==> src/rtl/s_tile_pkg.sv <==
// Shared types and constants for the S-tile register file.
// Build option: define S_TILE_REGFILE_ERR_EN to add the sticky err_o output.
package s_tile_pkg;

  localparam int WORD_W = 16;
  localparam int SET_W  = 2 * WORD_W;

  // Per-port transaction FSM.
  // Handshake: the initiator raises read or write and holds it until it sees
  // the one-cycle ack; ack arrives ACK_LAT cycles after the request first
  // rose. Holding the request past the ack parks the port in HOLD (no second
  // ack) until both request lines are low.
  typedef enum logic [1:0] {
    ST_IDLE = 2'd0,
    ST_WAIT = 2'd1,
    ST_ACK  = 2'd2,
    ST_HOLD = 2'd3
  } port_state_e;

endpackage

==> src/rtl/s_tile_regfile_port.sv <==
// One access port: request FSM, latency counter, latched request and
// held read data. Build option: S_TILE_REGFILE_ERR_EN adds o_err_set.
module s_tile_regfile_port
  import s_tile_pkg::*;
#(
  parameter int DATA_WIDTH = 32,
  parameter int SET_IDX_W  = 3,
  parameter int ACK_LAT    = 1
) (
  input  logic                  clk_i,
  input  logic                  reset_ni,
  input  logic                  i_read,
  input  logic                  i_write,
  input  logic [SET_IDX_W-1:0]  i_idx,
  input  logic [DATA_WIDTH-1:0] i_wdata,
  input  logic                  i_in_range,
  input  logic [DATA_WIDTH-1:0] i_set_val,
  output logic                  o_ack,
  output logic                  o_commit,
  output logic [SET_IDX_W-1:0]  o_idx,
  output logic [DATA_WIDTH-1:0] o_wdata,
  output logic [DATA_WIDTH-1:0] o_rdata,
  output port_state_e           o_state
`ifdef S_TILE_REGFILE_ERR_EN
  ,
  output logic                  o_err_set
`endif
);

  localparam int CNT_W = (ACK_LAT > 1) ? $clog2(ACK_LAT) : 1;

  port_state_e           r_state, w_next_state;
  logic [CNT_W-1:0]      r_cnt;
  logic                  r_is_write, r_is_read, r_bad;
  logic [SET_IDX_W-1:0]  r_idx;
  logic [DATA_WIDTH-1:0] r_wdata, r_rdata;
  logic                  w_req, w_accept, w_bad, w_req_write, w_req_read;
  logic                  w_ack, w_rd_ack;
  logic [DATA_WIDTH-1:0] w_rval;

  assign w_req = i_read | i_write;

`ifdef S_TILE_REGFILE_ERR_EN
  // Read+write together is an error: acked, no write, reads back 0.
  assign w_bad       = ~i_in_range | (i_read & i_write);
  assign w_req_write = i_write & ~i_read;
  assign w_req_read  = i_read;
  assign o_err_set   = w_accept & w_bad;
`else
  // Read+write together behaves as a write.
  assign w_bad       = ~i_in_range;
  assign w_req_write = i_write;
  assign w_req_read  = i_read & ~i_write;
`endif

  // Next-state decode; a dropped request in WAIT abandons the transaction.
  always_comb begin
    w_next_state = r_state;
    w_accept     = 1'b0;
    case (r_state)
      ST_IDLE: begin
        if (w_req) begin
          w_accept     = 1'b1;
          w_next_state = (ACK_LAT == 1) ? ST_ACK : ST_WAIT;
        end
      end
      ST_WAIT: begin
        if (!w_req)                   w_next_state = ST_IDLE;
        else if (r_cnt == CNT_W'(1))  w_next_state = ST_ACK;
      end
      ST_ACK:  w_next_state = w_req ? ST_HOLD : ST_IDLE;
      ST_HOLD: if (!w_req) w_next_state = ST_IDLE;
      default: w_next_state = ST_IDLE;
    endcase
  end

  // State register and latency counter.
  always_ff @(posedge clk_i or negedge reset_ni) begin
    if (!reset_ni) begin
      r_state <= ST_IDLE;
      r_cnt   <= '0;
    end else begin
      r_state <= w_next_state;
      if (w_accept)                r_cnt <= CNT_W'(ACK_LAT - 1);
      else if (r_state == ST_WAIT) r_cnt <= r_cnt - CNT_W'(1);
    end
  end

  // Capture the request when it is accepted in IDLE.
  always_ff @(posedge clk_i or negedge reset_ni) begin
    if (!reset_ni) begin
      r_is_write <= 1'b0;
      r_is_read  <= 1'b0;
      r_bad      <= 1'b0;
      r_idx      <= '0;
      r_wdata    <= '0;
    end else if (w_accept) begin
      r_is_write <= w_req_write;
      r_is_read  <= w_req_read;
      r_bad      <= w_bad;
      r_idx      <= i_idx;
      r_wdata    <= i_wdata;
    end
  end

  assign w_ack    = (r_state == ST_ACK);
  assign w_rd_ack = w_ack & r_is_read;
  assign w_rval   = r_bad ? '0 : i_set_val;

  // Hold the last read value until the next read ack on this port.
  always_ff @(posedge clk_i or negedge reset_ni) begin
    if (!reset_ni)     r_rdata <= '0;
    else if (w_rd_ack) r_rdata <= w_rval;
  end

  // During the ack cycle the storage value is shown directly, so it
  // reflects every commit made before this cycle but none made at its end.
  assign o_rdata  = w_rd_ack ? w_rval : r_rdata;
  assign o_ack    = w_ack;
  assign o_commit = w_ack & r_is_write & ~r_bad;
  assign o_idx    = r_idx;
  assign o_wdata  = r_wdata;
  assign o_state  = r_state;

endmodule

==> src/rtl/s_tile_regfile.sv <==
// S-tile register file: 2*NUM_SETS 16-bit words, two handshake ports that
// access 32-bit sets, and a host word-write port. Word 0 is the FU config.
// Build option: S_TILE_REGFILE_ERR_EN adds the sticky err_o output.
module s_tile_regfile
  import s_tile_pkg::*;
#(
  parameter int DATA_WIDTH = 32,
  parameter int NUM_SETS   = 8,
  parameter int SET_IDX_W  = 3,
  parameter int ACK_LAT    = 1
) (
  input  logic                  clk_i,
  input  logic                  reset_ni,
  input  logic                  reg_read1_i,
  input  logic                  reg_write1_i,
  input  logic [SET_IDX_W-1:0]  reg_set1_idx_i,
  input  logic [DATA_WIDTH-1:0] reg_data1_i,
  output logic [DATA_WIDTH-1:0] reg_data1_o,
  output logic                  reg_ack1_o,
  input  logic                  reg_read2_i,
  input  logic                  reg_write2_i,
  input  logic [SET_IDX_W-1:0]  reg_set2_idx_i,
  input  logic [DATA_WIDTH-1:0] reg_data2_i,
  output logic [DATA_WIDTH-1:0] reg_data2_o,
  output logic                  reg_ack2_o,
  input  logic                  host_we_i,
  input  logic [3:0]            host_addr_i,
  input  logic [WORD_W-1:0]     host_wdata_i,
  output logic [WORD_W-1:0]     config_o,
  output port_state_e           dbg_state1_o,
  output port_state_e           dbg_state2_o
`ifdef S_TILE_REGFILE_ERR_EN
  ,
  output logic                  err_o
`endif
);

  localparam int NUM_WORDS = 2 * NUM_SETS;

  logic [WORD_W-1:0]     r_mem [NUM_WORDS];
  logic                  w_p1_in_range, w_p2_in_range;
  logic [DATA_WIDTH-1:0] w_p1_set_val, w_p2_set_val;
  logic                  w_p1_commit, w_p2_commit;
  logic [SET_IDX_W-1:0]  w_p1_idx, w_p2_idx;
  logic [DATA_WIDTH-1:0] w_p1_wdata, w_p2_wdata;
`ifdef S_TILE_REGFILE_ERR_EN
  logic                  w_p1_err_set, w_p2_err_set, r_err;
`endif

  // Range check of incoming indices and set lookup for latched indices.
  always_comb begin
    w_p1_in_range = 1'b0;
    w_p2_in_range = 1'b0;
    w_p1_set_val  = '0;
    w_p2_set_val  = '0;
    for (int s = 0; s < NUM_SETS; s++) begin
      if (reg_set1_idx_i == SET_IDX_W'(s)) w_p1_in_range = 1'b1;
      if (reg_set2_idx_i == SET_IDX_W'(s)) w_p2_in_range = 1'b1;
      if (w_p1_idx == SET_IDX_W'(s)) w_p1_set_val = DATA_WIDTH'({r_mem[2*s+1], r_mem[2*s]});
      if (w_p2_idx == SET_IDX_W'(s)) w_p2_set_val = DATA_WIDTH'({r_mem[2*s+1], r_mem[2*s]});
    end
  end

  s_tile_regfile_port #(
    .DATA_WIDTH (DATA_WIDTH),
    .SET_IDX_W  (SET_IDX_W),
    .ACK_LAT    (ACK_LAT)
  ) u_port1 (
    .clk_i      (clk_i),
    .reset_ni   (reset_ni),
    .i_read     (reg_read1_i),
    .i_write    (reg_write1_i),
    .i_idx      (reg_set1_idx_i),
    .i_wdata    (reg_data1_i),
    .i_in_range (w_p1_in_range),
    .i_set_val  (w_p1_set_val),
    .o_ack      (reg_ack1_o),
    .o_commit   (w_p1_commit),
    .o_idx      (w_p1_idx),
    .o_wdata    (w_p1_wdata),
    .o_rdata    (reg_data1_o),
    .o_state    (dbg_state1_o)
`ifdef S_TILE_REGFILE_ERR_EN
    ,
    .o_err_set  (w_p1_err_set)
`endif
  );

  s_tile_regfile_port #(
    .DATA_WIDTH (DATA_WIDTH),
    .SET_IDX_W  (SET_IDX_W),
    .ACK_LAT    (ACK_LAT)
  ) u_port2 (
    .clk_i      (clk_i),
    .reset_ni   (reset_ni),
    .i_read     (reg_read2_i),
    .i_write    (reg_write2_i),
    .i_idx      (reg_set2_idx_i),
    .i_wdata    (reg_data2_i),
    .i_in_range (w_p2_in_range),
    .i_set_val  (w_p2_set_val),
    .o_ack      (reg_ack2_o),
    .o_commit   (w_p2_commit),
    .o_idx      (w_p2_idx),
    .o_wdata    (w_p2_wdata),
    .o_rdata    (reg_data2_o),
    .o_state    (dbg_state2_o)
`ifdef S_TILE_REGFILE_ERR_EN
    ,
    .o_err_set  (w_p2_err_set)
`endif
  );

  // Word storage; priority host > port 1 > port 2 on the same word.
  always_ff @(posedge clk_i or negedge reset_ni) begin
    if (!reset_ni) begin
      for (int w = 0; w < NUM_WORDS; w++) r_mem[w] <= '0;
    end else begin
      for (int w = 0; w < NUM_WORDS; w++) begin
        if (host_we_i && host_addr_i == 4'(w))
          r_mem[w] <= host_wdata_i;
        else if (w_p1_commit && w_p1_idx == SET_IDX_W'(w / 2))
          r_mem[w] <= w_p1_wdata[(w % 2)*WORD_W +: WORD_W];
        else if (w_p2_commit && w_p2_idx == SET_IDX_W'(w / 2))
          r_mem[w] <= w_p2_wdata[(w % 2)*WORD_W +: WORD_W];
      end
    end
  end

  assign config_o = r_mem[0];

`ifdef S_TILE_REGFILE_ERR_EN
  // Sticky error flag, cleared only by reset.
  always_ff @(posedge clk_i or negedge reset_ni) begin
    if (!reset_ni)                         r_err <= 1'b0;
    else if (w_p1_err_set | w_p2_err_set)  r_err <= 1'b1;
  end
  assign err_o = r_err;
`endif

endmodule

==> config.mk <==
export PLATFORM = sky130hd
export DESIGN_NAME = s_tile_regfile
export DESIGN_NICKNAME = d
export VERILOG_FILES = /design/src/rtl/s_tile_pkg.sv /design/src/rtl/s_tile_regfile_port.sv /design/src/rtl/s_tile_regfile.sv
export SDC_FILE = /design/constraint.sdc
export NUM_CORES = 1
export LEC_CHECK = 0
export ABC_AREA = 1
export CAP_MARGIN = 20
export CORE_ASPECT_RATIO = 0.5
export CORE_MARGIN = 5
export CORE_UTILIZATION = 35
export CTS_CLUSTER_SIZE = 12
export DETAILED_ROUTE_END_ITERATION = 6
export GPL_ROUTABILITY_DRIVEN = 1
export PLACE_DENSITY_LB_ADDON = 0.12
export SLEW_MARGIN = 20
export SYNTH_ARGS = -nofsm -noshare
export SYNTH_HDL_FRONTEND = slang
export SYNTH_SLANG_ARGS = --single-unit
==> constraint.sdc <==
create_clock -name clk_i -period 3.2 [get_ports clk_i]
set_clock_uncertainty 0.1 [all_clocks]
set_input_delay 0.64 -clock clk_i [delete_from_list [all_inputs] [get_ports clk_i]]
set_output_delay 0.64 -clock clk_i [all_outputs]
set_load 0.05 [all_outputs]
### Yosys cells after proc, flatten, opt, wreduce, memory -nomap -nowiden

Index checks and enable logic that the tools add are counted.

* register bits after elaboration: 402
* bits of input ports: 97
* output and inout port bits: 86
* logic and storage cells: 268

* $add $sub $neg: 2
* eq/ne operators: 55
* multiplexer cells: 104
* bitwise gates (word level): 16
* reductions and logical operators: 59

Operators with widths (number)
* 16-bit two-way mux: 48
* 32-bit two-way mux: 20
* 3-bit equality test, second input constant: 16
* 3-bit nonzero test: 16
* 4-bit equality test, second input constant: 8
* 1-bit logical AND: 32
* 3-bit by 2-bit equality test with 1-bit output, second input constant: 8
* 1-bit two-way mux: 24
* 2-bit two-way mux: 10
* 4-bit by 3-bit equality test with 1-bit output, second input constant: 4
* 2-bit one-hot mux with 4 select lines: 2
* 3-bit by 1-bit equality test with 1-bit output, second input constant: 4
* 3-bit zero test: 4
* 1-bit bitwise AND: 8
* 2-bit equality test, second input constant: 4
* 4-bit by 2-bit equality test with 1-bit output, second input constant: 2
* 3-bit by 2-bit != test with 1-bit output, second input constant: 2
* 1-bit NOT: 6
* 3-bit AND reduction: 2
* 2-bit by 1-bit equality test with 1-bit output, second input constant: 2
* 4-bit by 1-bit equality test with 1-bit output, second input constant: 1
* 2-bit zero test: 2
* 4-bit zero test: 1
* 2-bit by 1-bit != test with 1-bit output, second input constant: 2
* 4 further kinds: 8

### Depth between registers and ports, before layout

* depth after elaboration: 11
* gate-level depth with buffers: 11
* gate-level depth less buffers: 10

### Cells and area by module

From an unflattened synthesis, not the netlist that was laid out.

* cell total of the unflattened synthesis: 3797
* area, all modules: 24896.4 sq um

By module, submodules not included
* s_tile_regfile: instances 1, cells each 3013, area an instance 18647.9 sq um
* s_tile_regfile_port: instances 2, cells each 392, area an instance 3124.2 sq um

### Worst setup path before layout

No wires, ideal clock.

* kind: reg-to-output
* from: reg u_port2.r_idx[0], in the netlist u_port2.o_idx[0]
* to: out reg_data2_o[0]
* data arrival time: 1.989 ns
* setup slack: 0.471 ns
* stages on the path, launching flop included: 11
* buffers on the path: 3
* cells stage by stage: dfrtp_1 -> buf_2 -> nor3_1 -> clkbuf_1 -> buf_1 -> nand2_1 -> nand3_1 -> nor2_1 -> nand4_1 -> nand2_1 -> nand2_1

* cells in the longest elaborated chain, start to end: 11

RTL lines
* from (decl): RTL line s_tile_regfile_port.sv:35 `logic [SET_IDX_W-1:0] r_idx;`
* from (signal assigned): RTL line s_tile_regfile_port.sv:101 `r_idx <= i_idx;`
* 3-bit zero test: RTL line s_tile_regfile.sv:60 `if (w_p2_idx == SET_IDX_W'(s)) w_p2_set_val = DATA_WIDTH'({r_mem[2*s+1], r_mem[2*s]});`
* 32-bit two-way mux (7 in series): RTL line s_tile_regfile.sv:60
* 32-bit two-way mux *: RTL line s_tile_regfile.sv:60
* 32-bit two-way mux *: RTL line s_tile_regfile_port.sv:108 `assign w_rval = r_bad ? '0 : i_set_val;`
* 32-bit two-way mux *: RTL line s_tile_regfile_port.sv:118 `assign o_rdata = w_rd_ack ? w_rval : r_rdata;`
* to (decl): RTL line s_tile_regfile.sv:24 `output logic [DATA_WIDTH-1:0] reg_data2_o,`

Every way passes the cells marked *; elsewhere a longest branch is shown, timed or not.

### Worst setup path in the final report

* from: reg u_port2.r_idx[2], in the netlist u_port2.o_idx[2]
* to: out reg_data2_o[22]

Same word-level chain as after synthesis.

==> results.cfg <==
[final_layout]
nNetsFinal = 3506
final_layout_size_suffix_gt1_share_pct = 16.3
seq_area_um2 = 10100
most-common-layout-cells = nand2_1, dfrtp_1, o21ai_0
stdcell_count = 4318
multi_input_area_um2 = 12200
fillers = 6576
layout_commonest_cell = nand2_1
area_growth_syn_to_layout_pct = 27.5
antenna_cells = 0
final_core_util_pct = 45.4

[yosys]
synthArstFlopShare_pct = 100
synthFlopType = dfrtp_1
synth_warnings = 0
syn-num-nets = 3380
synth_edf_count = 0
syn_area_um2 = 23300
synth-seq-cells = 402
ys_types = 32
yosysTopAreaCellShare_pct = 43.2
synthCells = 3283
synth.avg_cell_area_um2 = 7.10
yosys.area.top_type = dfrtp_1
synth-seq-area-share_pct = 43.2
synth_area_leaders = dfrtp_1, nand2_1, o21ai_0

[clocking]
path_clk_slew_ps = 70
numCtsBuffers = 43
cts_sinks = 402
insertion_delay_ps = 590
tritoncts = done
root_buffer = clkbuf_16
clk_path_buf_depth = 3
h-tree-depth = 2

[critical_path]
reg2regPathDepth = 8
regToRegSetupSlack_ps = 360
r2r-start = u_port1.o_idx[0]
required_ps = 2460
start_kind = flop
r2r-end = r_mem[181]
path_class = flop to output pin
worstSetupEndpointType = output pin
crit_fanout = 7
arrival_ps = 2500

[route]
drc_errors = 0
vias = 24500
first_iter_violations = 2848
avgViaCountPerCell = 5.67
wl_mm = 102
firstDrtPassIters = 6
ant_nets = 0
wl_per_cell_um = 23.7

[run_status]
outcome = complete, but fails checks
violations = negative setup slack

[sta]
slew-limit-headroom_pct = 30.1
period_share_pct = 101
rsz0062_at_grt = true
tightest_slew_ps = 1050
hold_violations = 0
layout_setup_ws_ps = -36.3
fmax_mhz = 309
fin_crit_ps = 3240
setup_viol_count_final = 16
maxSlewViolCount = 0

[global_route]
track_usage_pct = 26.7
grt_pass1_wl_mm = 148
grt_overflow = 0
grt_pass1_vias = 23100
antenna_found_initial = 3
grt_max_degree = 93

[floorplanning]
die_area_um2 = 72100
rows = 66
start_util_pct = 35.6
die_h_um = 192
core_um2 = 65500
die_x_um = 375
io_pins = 183

[job]
cap_violations = 0

[pwr]
p_leak_nw = 13.8
irDropWorstVdd_v = 0.000405
powerDensity_nw_per_um2 = 1080

[placed_design]
port_buffers = 182
placedCellCount = 4205
routabilityCongestion = 0.907
hpwl_mm = 69.4

[hold_path]
hold_path_class = flop to flop
hold_start = u_port1.r_cnt
min_to = u_port1.o_state[0]
whs_path_depth = 1
[what timing repair did]
action	CTS	global route
endpoints found under the hold margin	35	0
pin swaps	6	103
endpoints found under the setup margin	64	64
buffers inserted	11	18
hold buffers	1	0
gates resized for setup	43	256
cloned	4	9
[per-layer routing]
metal	up-vias	global-route usage, %	part of all wire [%]
li1	11100	-	-
met1	12000	36.5	43
met2	1159	44.5	46
met3	210	3.85	8.1
met4	0	7.89	3.3
met5	-	0	0
[logic make-up after synthesis]
kind of cell    share of synthesized area (%)
compound gates                           19.3
buf+inv                                  8.52
flops                                    43.2
simple gates                             29.0
[Yosys cell counts (3+ instances only)]
| cell | instances |
|---|---|
| nand2_1 | 1262 |
| buf_6 | 8 |
| inv_1 | 199 |
| o21ai_0 | 250 |
| dfrtp_1 | 402 |
| nand3_2 | 5 |
| o211ai_1 | 156 |
| nor3_2 | 8 |
| o221ai_1 | 71 |
| a21oi_2 | 8 |
| nand4_1 | 63 |
| nor3_1 | 8 |
| nand2_4 | 8 |
| buf_1 | 30 |
| buf_4 | 26 |
| nor2_1 | 152 |
| o21ai_1 | 95 |
| buf_2 | 60 |
| o22ai_1 | 3 |
| clkbuf_1 | 131 |
| a21oi_1 | 162 |
| inv_2 | 11 |
| nand3_1 | 152 |
[registers in the layout, summed over array words and instances, names as in the netlist, 2 cells and up]
signal,flops
config_o,16
r_mem,240
u_port1.o_idx,3
u_port1.o_state,2
u_port1.o_wdata,32
u_port1.r_rdata,32
u_port2.o_idx,3
u_port2.o_state,2
u_port2.o_wdata,32
u_port2.r_rdata,32
[cell type report]
class / instances / share of cell area (%)
clock inverter: 9 / 0.160
sequential: 402 / 33.9
multi-input combinational: 2414 / 41.2
tap: 884 / 3.72
clock buffer: 61 / 4.30
timing repair buffer: 336 / 14.0
inverter: 212 / 2.74
[worst max-delay path by stage]
| stage | from | to | depth (start not counted) |
|---|---|---|---|
| floorplan | u_port2.o_idx[0] | reg_data2_o[0] | 10 |
| finish | u_port2.o_idx[2] | reg_data2_o[22] | 11 |
| global placement | host_addr_i[3] | r_mem[67] | 8 |
| global route | u_port2.o_idx[2] | reg_data2_o[22] | 11 |
| CTS | u_port1.o_idx[1] | reg_data1_o[3] | 10 |
| detailed placement | host_addr_i[3] | r_mem[67] | 8 |
[power by group]
part	switching [mW]	total [mW]	internal, mW
Combinational	10.9	17.5	6.55
Clock	2.26	5.02	2.75
Sequential	2.26	9.64	7.37
[per-stage QoR]
stage	setup TNS, ps	cell area, um^2	power [mW]	hold slack [ps]	worst slack (ps)
after detailed placement	-2070	26800	25.0	367	-150
after floorplan	0	23300	18.2	244	471
final	-178	29700	32.1	371	-36.3
after CTS	-768	28500	30.5	374	-66.5
after global routing	-3800	29700	33.9	403	-119
after global placement	-550	26800	24.8	365	-65.0
[critical path, cell delays in order, from the launching register on]
cell	delay, ps
dfrtp_2	450
buf_6	140
nor3_4	220
buf_6	170
clkbuf_16	200
nand2_1	80
nand3_2	90
nor2_2	60
nand4_1	110
nand2_2	120
nand2_2	110
buf_12	140
(Power assumes the default switching activity.)
==> RTL edit: new RTL, same flow settings <==
`NUM_SETS`: 8 -> 4.
--- a/src/rtl/s_tile_regfile.sv
+++ b/src/rtl/s_tile_regfile.sv
@@ -5,7 +5,7 @@
   import s_tile_pkg::*;
 #(
   parameter int DATA_WIDTH = 32,
-  parameter int NUM_SETS   = 8,
+  parameter int NUM_SETS   = 4,
   parameter int SET_IDX_W  = 3,
   parameter int ACK_LAT    = 1
 ) (
Check against the original RTL: not settled (the Yosys comparison gave no result); the edit may change what the design does.
==> RTL edit against the unedited design <==
  * Cell count is 30% lower
  * Via count fell by 34%
  * Sequential cell count shrank 128
  * Utilization fell by 1.4 points
  * Setup slack better by 0.075 ns
  * Synthesized area is 33% lower
  * First-iteration DRC count decreased by 16%
  * Power fell by 38%
  * Final area down 35%
  * Clock power is 36% lower
  * Combinational power decreased by 43%
  * Die area decreased by 31%
  * Wire length fell by 36%
  * Critical endpoint is now reg_data2_o[17]
  * Largest cell class unchanged
  * Largest power group unchanged
==> RTL edit: results (changes against the unedited design) <==
status=finished, final reports clean; HP Start=u_port2.r_rdata[12]; number of global-route vias before repair=14300 (-38%); htree depth=1 (-1); Net Sw Frac=49.3% (+1.2 points); hold slack final=0.378 ns (+0.00778 ns); Synth top area share=43.7% (+0.49 points); Compound-Gate Fraction of Synth Area=6.73% (-13 points); top area cells in the synthesized netlist=dfrtp_1 (44%), nand2_1 (25%), nand3_1 (12%); top cells by count, synth=nand2_1 (1045), nand3_1 (391), dfrtp_1 (274), a21oi_1 (122), inv_1 (122); Detail Placement HPWL=47600 um (-31%); CP Data Arrival Time=2.42 ns (-0.08 ns); critical path fanouts, max=29 (+22); drt initial violations=2393 (-16%); sequential area share after synthesis=43.7% (+0.49 points); RR Startpoint=u_port1.o_idx[0]; Layout Nets=2530 (-28%); sequential logic power=0.00673 W (-30%); antenna violations before repair=1 (-2); largest net degree at the start of global routing=98 (+5.4%); worst-case vdd ir drop=0.440 mV (+8.7%); Power Total=0.0198 W (-38%); Clk network pwr share=16.2% (+0.6 points); Unique masters post-synth=21 (-34%); placed cell area=18400 um^2 (-32%); CTS Buf Count=28 (-35%); Worst R2R End=r_mem[37]; global-route wire length before repair=97100 um (-34%); wire per inst=21.6 um (-8.8%); layout cells sized above 1=8.63% (-7.6 points); gr usage total=25.7% (-1.0 points); Top FF cell, synth=dfrtp_1; max reg flops=112 (-53%); GP Congestion=0.900 (-0.74%); Rel. slew slack=48.4% (+18 points); clk_lat worst skew=0.56 ns (-0.03 ns); Reg2Reg Setup Slack=0.63 ns (+0.27 ns); hold path endpoint=u_port2.r_rdata[12]; routed wire length=65400 um (-36%); Worst R2R Path Depth=9 (+1); Syn Inst Count=2338 (-29%); syn_nets=2435 (-28%)
[RTL edit: layer usage]
metal / global-route usage (%) / vias up / wire length [um]
met5: 0 / - / 0
li1: - / 7653 / -
met3: 12.5 / 49 / 10100
met4: 3.13 / 0 / 741
met1: 43.1 / 7494 / 32200
met2: 28.5 / 850 / 22400
[RTL edit: repair_timing]
action	4_1_cts	5_1_grt
buffers inserted	0	3
hold buffers	1	0
endpoints found under the hold margin	41	0
setup endpoints to repair	0	51
resized for setup	0	20
[RTL edit: worst max path at each step]
stage / cells after the start / to / startpoint / slack (ns)
floorplan: 7 / reg_data2_o[17] / u_port2.o_state[1] / 0.67
global placement: 9 / reg_data1_o[17] / u_port1.o_idx[1] / 0.63
detailed placement: 9 / reg_data1_o[17] / u_port1.o_idx[1] / 0.63
CTS: 9 / reg_data1_o[17] / u_port1.o_idx[1] / 0.02
global route: 8 / reg_data2_o[3] / u_port2.o_idx[2] / -0.02
finish: 9 / reg_data2_o[17] / u_port2.o_idx[0] / 0.04
[RTL edit: cell families after synthesis]
| family | after synthesis |
|---|---|
| AO/OA/AOI/OAI | 210 |
| buffers and inverters | 314 |
| flip-flops | 274 |
| AND/OR/NAND/NOR | 1540 |
[RTL edit: critical path: stages, from the launching register on]
cell	delay [ns]
dfrtp_1	0.40
inv_1	0.14
nand2_1	0.10
nor2_2	0.28
buf_12	0.24
nand2_1	0.07
nand2_1	0.05
o21ai_0	0.21
nand2_1	0.20
buf_12	0.15
[RTL edit: final cells by class]
cell class	instances	area, um^2
Tap cell	588	736
Clock buffer	37	806
Multi-Input combinational cell	1750	7550
Inverter	135	508
Sequential cell	274	6860
Antenna cell	1	2.50
Fill cell	4542	24700
Clock inverter	4	45.0
Timing Repair Buffer	244	2820
